===== config.mk =====
export PLATFORM = sky130hd
export DESIGN_NAME = wheel_emulator
export DESIGN_NICKNAME = d
export VERILOG_FILES = /design/src/rtl/bike_pkg.sv /design/src/rtl/serial_divider.sv /design/src/rtl/wheel_emulator.sv
export SDC_FILE = /design/constraint.sdc
export NUM_CORES = 1
export LEC_CHECK = 0
export CORE_ASPECT_RATIO = 2
export CORE_MARGIN = 2
export CORE_UTILIZATION = 45
export DETAILED_ROUTE_END_ITERATION = 6
export GPL_ROUTABILITY_DRIVEN = 0
export PLACE_DENSITY = 0.61
export SYNTH_ARGS = -nofsm -noshare
export SYNTH_HDL_FRONTEND = slang
export SYNTH_SLANG_ARGS = --single-unit

===== constraint.sdc =====
create_clock -name clock -period 4.97 [get_ports clock]
set_input_delay 0.497 -clock clock [delete_from_list [all_inputs] [get_ports clock]]
set_output_delay 0.497 -clock clock [all_outputs]
set_load 0.02 [all_outputs]

===== src/rtl/bike_pkg.sv =====
// Shared encodings and constants for the bicycle computer blocks.
package bike_pkg;

  // Serial divider control states.
  typedef enum logic [1:0] {
    D_IDLE,
    D_RUN,
    D_DONE
  } div_state_e;

  // Reed pulse generator states.
  typedef enum logic {
    STOP,
    RUN
  } pulse_state_e;

  // cm * 36 / (km/h) gives milliseconds per revolution.
  localparam int unsigned KMH_CM_FACTOR = 36;

  localparam int unsigned REV_WIDTH = 16;

endpackage


===== src/rtl/serial_divider.sv =====
// Unsigned restoring divider, one quotient bit per cycle, start/busy/done handshake.
module serial_divider
  import bike_pkg::*;
#(
  parameter int unsigned DIV_WIDTH = 26
) (
  input  logic                 clock,
  input  logic                 reset,
  input  logic                 i_start,
  input  logic [DIV_WIDTH-1:0] i_dividend,
  input  logic [DIV_WIDTH-1:0] i_divisor,
  output logic                 o_busy,
  output logic                 o_done,
  output logic [DIV_WIDTH-1:0] o_quotient
);

  localparam int unsigned CntW = $clog2(DIV_WIDTH + 1);
  localparam logic [CntW-1:0] LastBit = CntW'(DIV_WIDTH - 1);

  div_state_e           r_state;
  div_state_e           w_state_next;
  logic [DIV_WIDTH-1:0] r_quo;
  logic [DIV_WIDTH-1:0] r_rem;
  logic [DIV_WIDTH-1:0] r_dvs;
  logic [CntW-1:0]      r_cnt;

  logic [DIV_WIDTH:0]   w_shift;
  logic [DIV_WIDTH:0]   w_diff;
  logic                 w_ge;

  // Partial remainder shifted left with the next dividend bit, then trial subtract.
  assign w_shift = {r_rem, r_quo[DIV_WIDTH-1]};
  assign w_diff  = w_shift - {1'b0, r_dvs};
  assign w_ge    = ~w_diff[DIV_WIDTH];

  assign o_busy     = (r_state != D_IDLE);
  assign o_done     = (r_state == D_DONE);
  assign o_quotient = r_quo;

  // Next-state decode for the divider control.
  always_comb begin
    w_state_next = r_state;
    unique case (r_state)
      D_IDLE: if (i_start) w_state_next = D_RUN;
      D_RUN:  if (r_cnt == LastBit) w_state_next = D_DONE;
      D_DONE: w_state_next = D_IDLE;
      default: w_state_next = D_IDLE;
    endcase
  end

  // State register and shift/subtract datapath.
  always_ff @(posedge clock) begin
    if (reset) begin
      r_state <= D_IDLE;
      r_quo   <= '0;
      r_rem   <= '0;
      r_dvs   <= '0;
      r_cnt   <= '0;
    end else begin
      r_state <= w_state_next;
      if (r_state == D_IDLE && i_start) begin
        r_quo <= i_dividend;
        r_rem <= '0;
        r_dvs <= i_divisor;
        r_cnt <= '0;
      end else if (r_state == D_RUN) begin
        r_quo <= {r_quo[DIV_WIDTH-2:0], w_ge};
        r_rem <= w_ge ? w_diff[DIV_WIDTH-1:0] : w_shift[DIV_WIDTH-1:0];
        r_cnt <= r_cnt + CntW'(1);
      end
    end
  end

endmodule


===== src/rtl/wheel_emulator.sv =====
// Reed-sensor emulator: converts speed and circumference into a periodic reed pulse train.
module wheel_emulator
  import bike_pkg::*;
#(
  parameter int unsigned CLK_HZ    = 1000,
  parameter int unsigned DIV_WIDTH = 26,
  parameter int unsigned PULSE_LEN = 5
) (
  input  logic                 clock,
  input  logic                 reset,
  input  logic                 enable,
  input  logic                 load,
  input  logic [6:0]           speed_set,
  input  logic [7:0]           circ,
  output logic                 reed,
  output logic                 busy,
  output logic [DIV_WIDTH-1:0] period,
  output logic [REV_WIDTH-1:0] rev_count
);

  localparam int unsigned NumScale = KMH_CM_FACTOR * (CLK_HZ / 1000);
  localparam logic [DIV_WIDTH-1:0] MinPeriod = DIV_WIDTH'(2 * PULSE_LEN);
  localparam logic [DIV_WIDTH-1:0] PulseLen  = DIV_WIDTH'(PULSE_LEN);

  logic                 w_busy;
  logic                 w_done;
  logic                 w_start;
  logic [DIV_WIDTH-1:0] w_quotient;
  logic [DIV_WIDTH-1:0] w_dividend;
  logic [DIV_WIDTH-1:0] w_divisor;
  logic [DIV_WIDTH-1:0] w_p_commit;

  logic                 r_zero;
  logic                 r_pend_valid;
  logic [DIV_WIDTH-1:0] r_pend_p;
  pulse_state_e         r_state;
  logic [DIV_WIDTH-1:0] r_cnt;
  logic [DIV_WIDTH-1:0] r_period;
  logic [REV_WIDTH-1:0] r_rev;
  logic                 r_reed;

  pulse_state_e         w_state_next;
  logic [DIV_WIDTH-1:0] w_cnt_next;
  logic [DIV_WIDTH-1:0] w_period_next;
  logic [REV_WIDTH-1:0] w_rev_next;
  logic                 w_consume;
  logic                 w_pend_valid_next;
  logic [DIV_WIDTH-1:0] w_pend_p_next;

  assign w_start    = load & ~w_busy;
  assign w_dividend = DIV_WIDTH'(circ) * DIV_WIDTH'(NumScale);
  assign w_divisor  = DIV_WIDTH'(speed_set);

  serial_divider #(
    .DIV_WIDTH (DIV_WIDTH)
  ) u_div (
    .clock      (clock),
    .reset      (reset),
    .i_start    (w_start),
    .i_dividend (w_dividend),
    .i_divisor  (w_divisor),
    .o_busy     (w_busy),
    .o_done     (w_done),
    .o_quotient (w_quotient)
  );

  // Zero operands bypass the quotient (divide by zero would yield all ones); tiny periods clamp.
  always_comb begin
    w_p_commit = w_quotient;
    if (r_zero) begin
      w_p_commit = '0;
    end else if (w_quotient != '0 && w_quotient < MinPeriod) begin
      w_p_commit = MinPeriod;
    end
  end

  // Pulse FSM next state, counters and pending-period bookkeeping.
  always_comb begin
    w_state_next  = r_state;
    w_cnt_next    = r_cnt;
    w_period_next = r_period;
    w_rev_next    = r_rev;
    w_consume     = 1'b0;
    unique case (r_state)
      STOP: begin
        w_period_next = '0;
        w_cnt_next    = '0;
        if (r_pend_valid) begin
          w_consume = 1'b1;
          if (r_pend_p != '0) begin
            w_state_next  = RUN;
            w_period_next = r_pend_p;
          end
        end
      end
      RUN: begin
        if (enable) begin
          if (r_cnt == r_period - DIV_WIDTH'(1)) begin
            w_cnt_next = '0;
            w_rev_next = r_rev + REV_WIDTH'(1);
            // New periods only take effect on a revolution boundary.
            if (r_pend_valid) begin
              w_consume     = 1'b1;
              w_period_next = r_pend_p;
              if (r_pend_p == '0) w_state_next = STOP;
            end
          end else begin
            w_cnt_next = r_cnt + DIV_WIDTH'(1);
          end
        end
      end
      default: w_state_next = STOP;
    endcase

    // A fresh commit wins over consumption of the older value.
    w_pend_valid_next = r_pend_valid & ~w_consume;
    w_pend_p_next     = r_pend_p;
    if (w_done) begin
      w_pend_valid_next = 1'b1;
      w_pend_p_next     = w_p_commit;
    end
  end

  // Registers for operand flag, pending period, pulse FSM and reed output.
  always_ff @(posedge clock) begin
    if (reset) begin
      r_zero       <= 1'b0;
      r_pend_valid <= 1'b0;
      r_pend_p     <= '0;
      r_state      <= STOP;
      r_cnt        <= '0;
      r_period     <= '0;
      r_rev        <= '0;
      r_reed       <= 1'b0;
    end else begin
      if (w_start) r_zero <= (speed_set == 7'd0) || (circ == 8'd0);
      r_pend_valid <= w_pend_valid_next;
      r_pend_p     <= w_pend_p_next;
      r_state      <= w_state_next;
      r_cnt        <= w_cnt_next;
      r_period     <= w_period_next;
      r_rev        <= w_rev_next;
      r_reed       <= (r_state == RUN) && enable && (r_cnt < PulseLen);
    end
  end

  assign reed      = r_reed;
  assign busy      = w_busy;
  assign period    = r_period;
  assign rev_count = r_rev;

endmodule


==> run metrics, run 1 <==
maximum vdd drop=0.000210 V; DR vias=7339; fill count=1788; Post-Syn Nets=1060; router iterations before antenna repair=5; measured slew at the worst slew-check pin=1.02 ns; area grow syn2layout=15.7%; mux contribution to synthesized area=1.87%; Clk Latency, worst-skew pair=0.43 ns; GRT Util Overall=22.8%; crit end category=flip-flop; endpoints failing hold=0; most frequent cells in the layout=164 x dfxtp_1, 111 x nor2_1, 92 x nand2_1; DR DRC count=0; DR vias/cell=5.74; max_slew headroom=30.8%; IO Pins=63; post-synthesis sequential area ratio=38.7%; IO buf count=62; main flop type after synthesis=dfxtp_1; Post-DRT Antenna Nets=0; placed cells=1247; asr flop ratio synth=0%; Post-Synth Adder-Cell Area=3.87%; simple-gate share of the synthesized area=24.9%; number of max-cap violations=0; Synth Register Bits=164; Setup WS post-layout=0.879 ns; diode count=0; Max Buffers Root-to-Sink=2; synth unique cells=66; Post-DP Area=9210 µm²; status=finished clean; Post-synth EDFFs=0; crit path time final=4.09 ns; commonest non-fill, non-tap cell in the layout=dfxtp_1; Synth Area in Compound Gates=16.9%; Pleak=3.64 nW; Pwr Density=315 nW/µm²; worst hold slack=0.456 ns; clock root cell=clkbuf_16; critical path arrival=4.47 ns; worst hold path class=reg -> reg; global-route wire length before repair=36000 µm; Die Wd=101 µm; Detailed Route WL=22100 µm; First DRT Iteration DRCs=301; CTS sink cnt=164; Yosys Warn Count=0; CTS Hold Bufs=0; Post-Syn Instances=1016; synth top area cells=dfxtp_1 39%, xor2_1 5.8%, nor2_1 4.9%; CTS tree=done; Max stage delay on crit path=0.85 ns; main combinational cell family by area after synthesis=simple AND/OR/NAND/NOR gates; CP startpoint kind=flip-flop; wire per inst=17.3 µm; core area=18700 µm²; postcts setup bufs=0; dpl hpwl=16400 µm; dpl ws=1.02 ns; CTS buffer count=17; TNS Setup=0 ns; leading area contributor after synthesis=dfxtp_1; CP top delay family=simple AND/OR/NAND/NOR gates; critical path data required time=5.35 ns; Setup violations, final=0; Multi-input gate area=4860 µm²; initial core utilization=45.4%; Clk pin slew, worst setup/hold paths=0.06 ns; CP cell instances=inv_1 > ha_1 > nor4b_1 > xnor2_1 > a32oi_1 > o21ai_0 > nand2_1 > nor4_2 > and2_1 > a31o_2 > a22o_1; Pwr Total=3.09 mW; Mapped Area=8480 µm²; CP Class=reg -> reg; Yosys top cell area share=38.7%; largest net degree at the start of global routing=66; fin area=9810 µm²; period utilization=82.3%; Max Slew Vio Count=0; GRT overflow=0; RSZ-0062 raised after global routing=no; worst-case clock skew=0.00761 ns; vias in the first global route=7165; post-synthesis xor/xnor area fraction=9.61%; Bufs and invs on worst path=1; Seq. cell area=3280 µm²; Nets=1091; initial antenna violation count=0; post-cts sizing count=0; die area=20000 µm²; Die Span Y=198 µm; FP Rows=71; Crit-path slowest cell=nor4b_1; Finished Core Util=52.6%; layout cells sized above 1=6.23%; htree depth=4; fmax=244 MHz; Syn Area/Cell=8.34 µm²; Critical Path Fanout Max=24; Non-Filler Instances=1279
## registers in the layout, indices dropped and copies added, names as in the netlist
register and count:
u_div.r_cnt 5, rev_count 16, r_pend_p 26, r_state 1, u_div.r_dvs 7, period 26
r_cnt 26, r_zero 1, u_div.r_state 2, u_div.r_rem 26, u_div.o_quotient 26, r_pend_valid 1
reed 1
## cells in the mapped netlist (4+ instances only)
cell and n:
a211oi_1 5, or4_1 5, xnor2_1 37, nor3_1 23, and3_1 8, nor3b_1 4
a21oi_1 72, nand3b_1 4, inv_1 20, and4_1 5, nor4_1 34, a31oi_1 8
nand2b_1 14, nor2_1 111, o21ai_0 48, buf_4 5, buf_1 6, dfxtp_1 164
a22oi_1 31, ha_1 23, nand2_1 92, clkbuf_1 46, mux2i_1 8, nand3_1 28
buf_2 4, and2_1 8, or3_1 7, nor2b_1 21, a22o_1 24, nand4_1 29
xor2_1 56, nand4b_1 7, a31o_2 4, mux2_1 5
## logic make-up after synthesis
family | count (synthesis)
flip-flops | 164
AO/OA/AOI/OAI | 223
buffers and inverters | 83
multiplexers | 15
AND/OR/NAND/NOR | 413
XOR/XNOR | 93
adder cells (fa/ha/maj) | 25
## power by group
group          internal [mW]  total [mW]  switching [mW]
logic                  0.154       0.382           0.227
registers               1.34        1.38          0.0331
clock network          0.773        1.33           0.561
total                   2.27        3.09           0.821
## tightest hold or removal path: cells and delay by family (launching register included)
family	cells	cell delay [ns]
simple gates	1	0.05
compound gates	1	0.05
flops	1	0.31
## per-layer routing
layer  track usage (%)  wire length (µm)
met4              11.4               803
met2              43.7             12500
met3              3.67               490
met1              23.0              8270
met5                 0                 0
## cell type report
type	instances	area share [%]
multi-input cells	769	49.6
flip-flops and latches	164	33.5
repair buffers	75	7.27
clock buffers	19	4.62
well taps	219	2.79
clock inverters	13	1.51
inverters	20	0.765
## path summary, 6_finish.rpt
check | startpoint | to | slack, ns | cells past startpoint
min reg2reg | u_div.r_dvs[2] | u_div.r_dvs[2] | 0.46 | 2
min | u_div.r_dvs[2] | u_div.r_dvs[2] | 0.46 | 2
max reg2reg | period[0] | period[8] | 0.88 | 11
max | period[0] | period[8] | 0.88 | 11
Note: power is estimated with default switching activity, not from simulation.
==> run 2: changes to the inputs <==
--- a/config.mk
+++ b/config.mk
@@ -10,7 +10,7 @@
 export CORE_UTILIZATION = 45
 export DETAILED_ROUTE_END_ITERATION = 6
 export GPL_ROUTABILITY_DRIVEN = 0
-export PLACE_DENSITY = 0.61
+export PLACE_DENSITY = 0.63
 export SYNTH_ARGS = -nofsm -noshare
 export SYNTH_HDL_FRONTEND = slang
 export SYNTH_SLANG_ARGS = --single-unit
==> constraint.sdc (replaced) <==
create_clock -name clock -period 3.48 [get_ports clock]
set_input_delay 0.348 -clock clock [delete_from_list [all_inputs] [get_ports clock]]
set_output_delay 0.348 -clock clock [all_outputs]
set_load 0.02 [all_outputs]
==> run 2 against run 1 <==
  * Final cell count is 2.3% higher
  * Die area stayed put
  * Largest cell class unchanged
  * First-iteration DRC count is 9.3% higher
  * Cell area is 3.4% higher
  * Via count is 2.3% higher
  * Largest power group unchanged
  * Sequential share of layout area is 1.1 points lower
  * Core utilization is 1.8 points higher
  * Critical endpoint is now rev_count[1]
  * Worst hold slack worse by 0.030 ns
  * Clock power is 42% higher
  * Clock-buffer cell count is 2 higher
  * Critical path depth stayed put
==> run metrics, run 2 (synthesis results as in run 1) <==
crit end category=flip-flop; GRT overflow=0 (unchanged); worst hold path class=in -> reg; Seq. cell area=3280 µm² (unchanged); fill count=1797 (+0.50%); fmax=301 MHz (+23%); core area=18700 µm² (unchanged); endpoints failing hold=0 (unchanged); CTS tree=done; Pleak=3.85 nW (+5.7%); area grow syn2layout=19.6%; CTS sink cnt=164 (unchanged); Setup WS post-layout=0.158 ns (-0.721 ns); commonest non-fill, non-tap cell in the layout=dfxtp_1; Setup violations, final=0 (unchanged); Clk Latency, worst-skew pair=0.44 ns (about the same); measured slew at the worst slew-check pin=0.823 ns (-0.201 ns); Post-DRT Antenna Nets=0 (unchanged); Detailed Route WL=22100 µm (+0.11%); DR DRC count=0 (unchanged); FP Rows=71 (unchanged); clock share of power=42.8% (-0.3 points); dpl hpwl=16600 µm (+1.1%); grt peak-use layer=met2; Pwr Density=435 nW/µm² (+38%); Sw Ratio=26.0% (-0.50 points); number of max-cap violations=0 (unchanged); worst hold slack=0.426 ns (-0.0303 ns); IO buf count=62 (unchanged); largest net degree at the start of global routing=85 (+29%); GR Layer Usage met1=22.7% (-0.29 points); initial core utilization=45.4% (unchanged); CP Class=reg -> reg; clock root cell=clkbuf_16; maximum vdd drop=0.000272 V (+29%); Nets=1121 (+2.7%); htree depth=4 (unchanged); DR vias=7506 (+2.3%); Comb pwr share=12.6% (+0.3 points); router iterations before antenna repair=4 (-1); CTS Hold Bufs=0 (unchanged); GRT Util Overall=22.9% (+0.080 points); Clk pin slew, worst setup/hold paths=0.06 ns (about the same); Die Wd=101 µm (unchanged); diode count=0 (unchanged); grt met3 use=3.46% (-0.21 points); CTS buffer count=17 (unchanged); Critical Path Fanout Max=4 (-83%); Int Power=3.26 mW (+44%); critical path data required time=3.78 ns (-1.57 ns); placed cells=1277 (+2.4%); worst-case clock skew=0.0109 ns (+0.00324 ns); Post-DP Area=9460 µm² (+2.7%); Pwr Total=4.41 mW (+43%); dpl ws=0.124 ns (-0.900 ns); P_sw=1.15 mW (+40%); vias in the first global route=7368 (+2.8%); Sequential Power Share=44.6% (about the same); TNS Setup=0 ns (unchanged); DR vias/cell=5.73 (about the same); status=finished clean; most frequent cells in the layout=164 x dfxtp_1, 111 x nor2_1, 92 x nand2_1; CP startpoint kind=flip-flop; IO Pins=63 (unchanged); wire per inst=16.9 µm (-2.2%); crit path time final=3.32 ns (-0.769 ns); initial antenna violation count=0 (unchanged); Die Span Y=198 µm (unchanged); max_slew headroom=45.1% (+14 points); critical path arrival=3.62 ns (-0.85 ns); global-route wire length before repair=36200 µm (+0.71%); die area=20000 µm² (unchanged); Max Buffers Root-to-Sink=2 (unchanged); GR met2 Demand/Resource=42.5% (-1.2 points); Max Slew Vio Count=0 (unchanged); fin area=10100 µm² (+3.4%); Multi-input gate area=4950 µm² (+1.8%); layout cells sized above 1=9.54% (+3.3 points); First DRT Iteration DRCs=329 (+9.3%); period utilization=95.5% (+13 points); Finished Core Util=54.4% (+1.8 points); Non-Filler Instances=1309 (+2.3%); RSZ-0062 raised after global routing=no
## run 2: changes by cell type in the layout (fill, tap and decap cells not counted), moves of 2 or more
cell	change
nor4_1	-4
buf_4	+28
nor4_4	+2
clkinv_4	-2
nor4_2	+2
buf_12	+2
a2111oi_0	-2
## run 2: critical path, stage by stage (launching register included)
cell and delay [ns]:
dfxtp_1 0.34, inv_1 0.07, ha_1 0.16, or4b_4 0.49, or2_2 0.34, nor4_2 0.27, a32o_1 0.18, a21oi_1 0.12
or4_1 0.69, nor2_1 0.26, mux2i_1 0.22, nor2_1 0.05
## run 2: power by group through the flow
stage / logic [mW] / registers (mW) / clock network [mW]
global placement: 0.550 / 2.01 / 0
floorplan: 0.419 / 1.99 / 0
detailed placement: 0.555 / 2.01 / 0
finish: 0.554 / 1.97 / 1.89
CTS: 0.560 / 1.97 / 1.93
global route: 0.623 / 1.97 / 2.01
## run 2: final timing paths
| kind | cells past startpoint | to | slack (ns) | from |
|---|---|---|---|---|
| max | 11 | rev_count[1] | 0.16 | period[1] |
| min | 2 | rev_count[4] | 0.43 | reset |
| max reg2reg | 11 | rev_count[1] | 0.16 | period[1] |
| min reg2reg | 2 | u_div.r_dvs[4] | 0.46 | u_div.r_dvs[4] |
## run 2: per-layer routing
layer  part of all wire, %  wire length [µm]
met1                    37              8100
met2                    56             12300
met3                   2.1               473
met4                   5.5              1220
met5                     0                 0
## run 2: final cells by class
| cell class | instances | share of cell area, % |
|---|---|---|
| clock inverter | 11 | 1.22 |
| timing repair buffer | 105 | 9.50 |
| clock buffer | 21 | 4.64 |
| tap | 219 | 2.70 |
| multi-input combinational | 769 | 48.8 |
| inverter | 20 | 0.740 |
| sequential | 164 | 32.4 |
## run 2: timing repair
action                                  in CTS  in global routing
endpoints found under the setup margin       0                 62
resized for setup                            0                 15
buffers inserted                             0                  0
endpoints found under the hold margin        0                  0
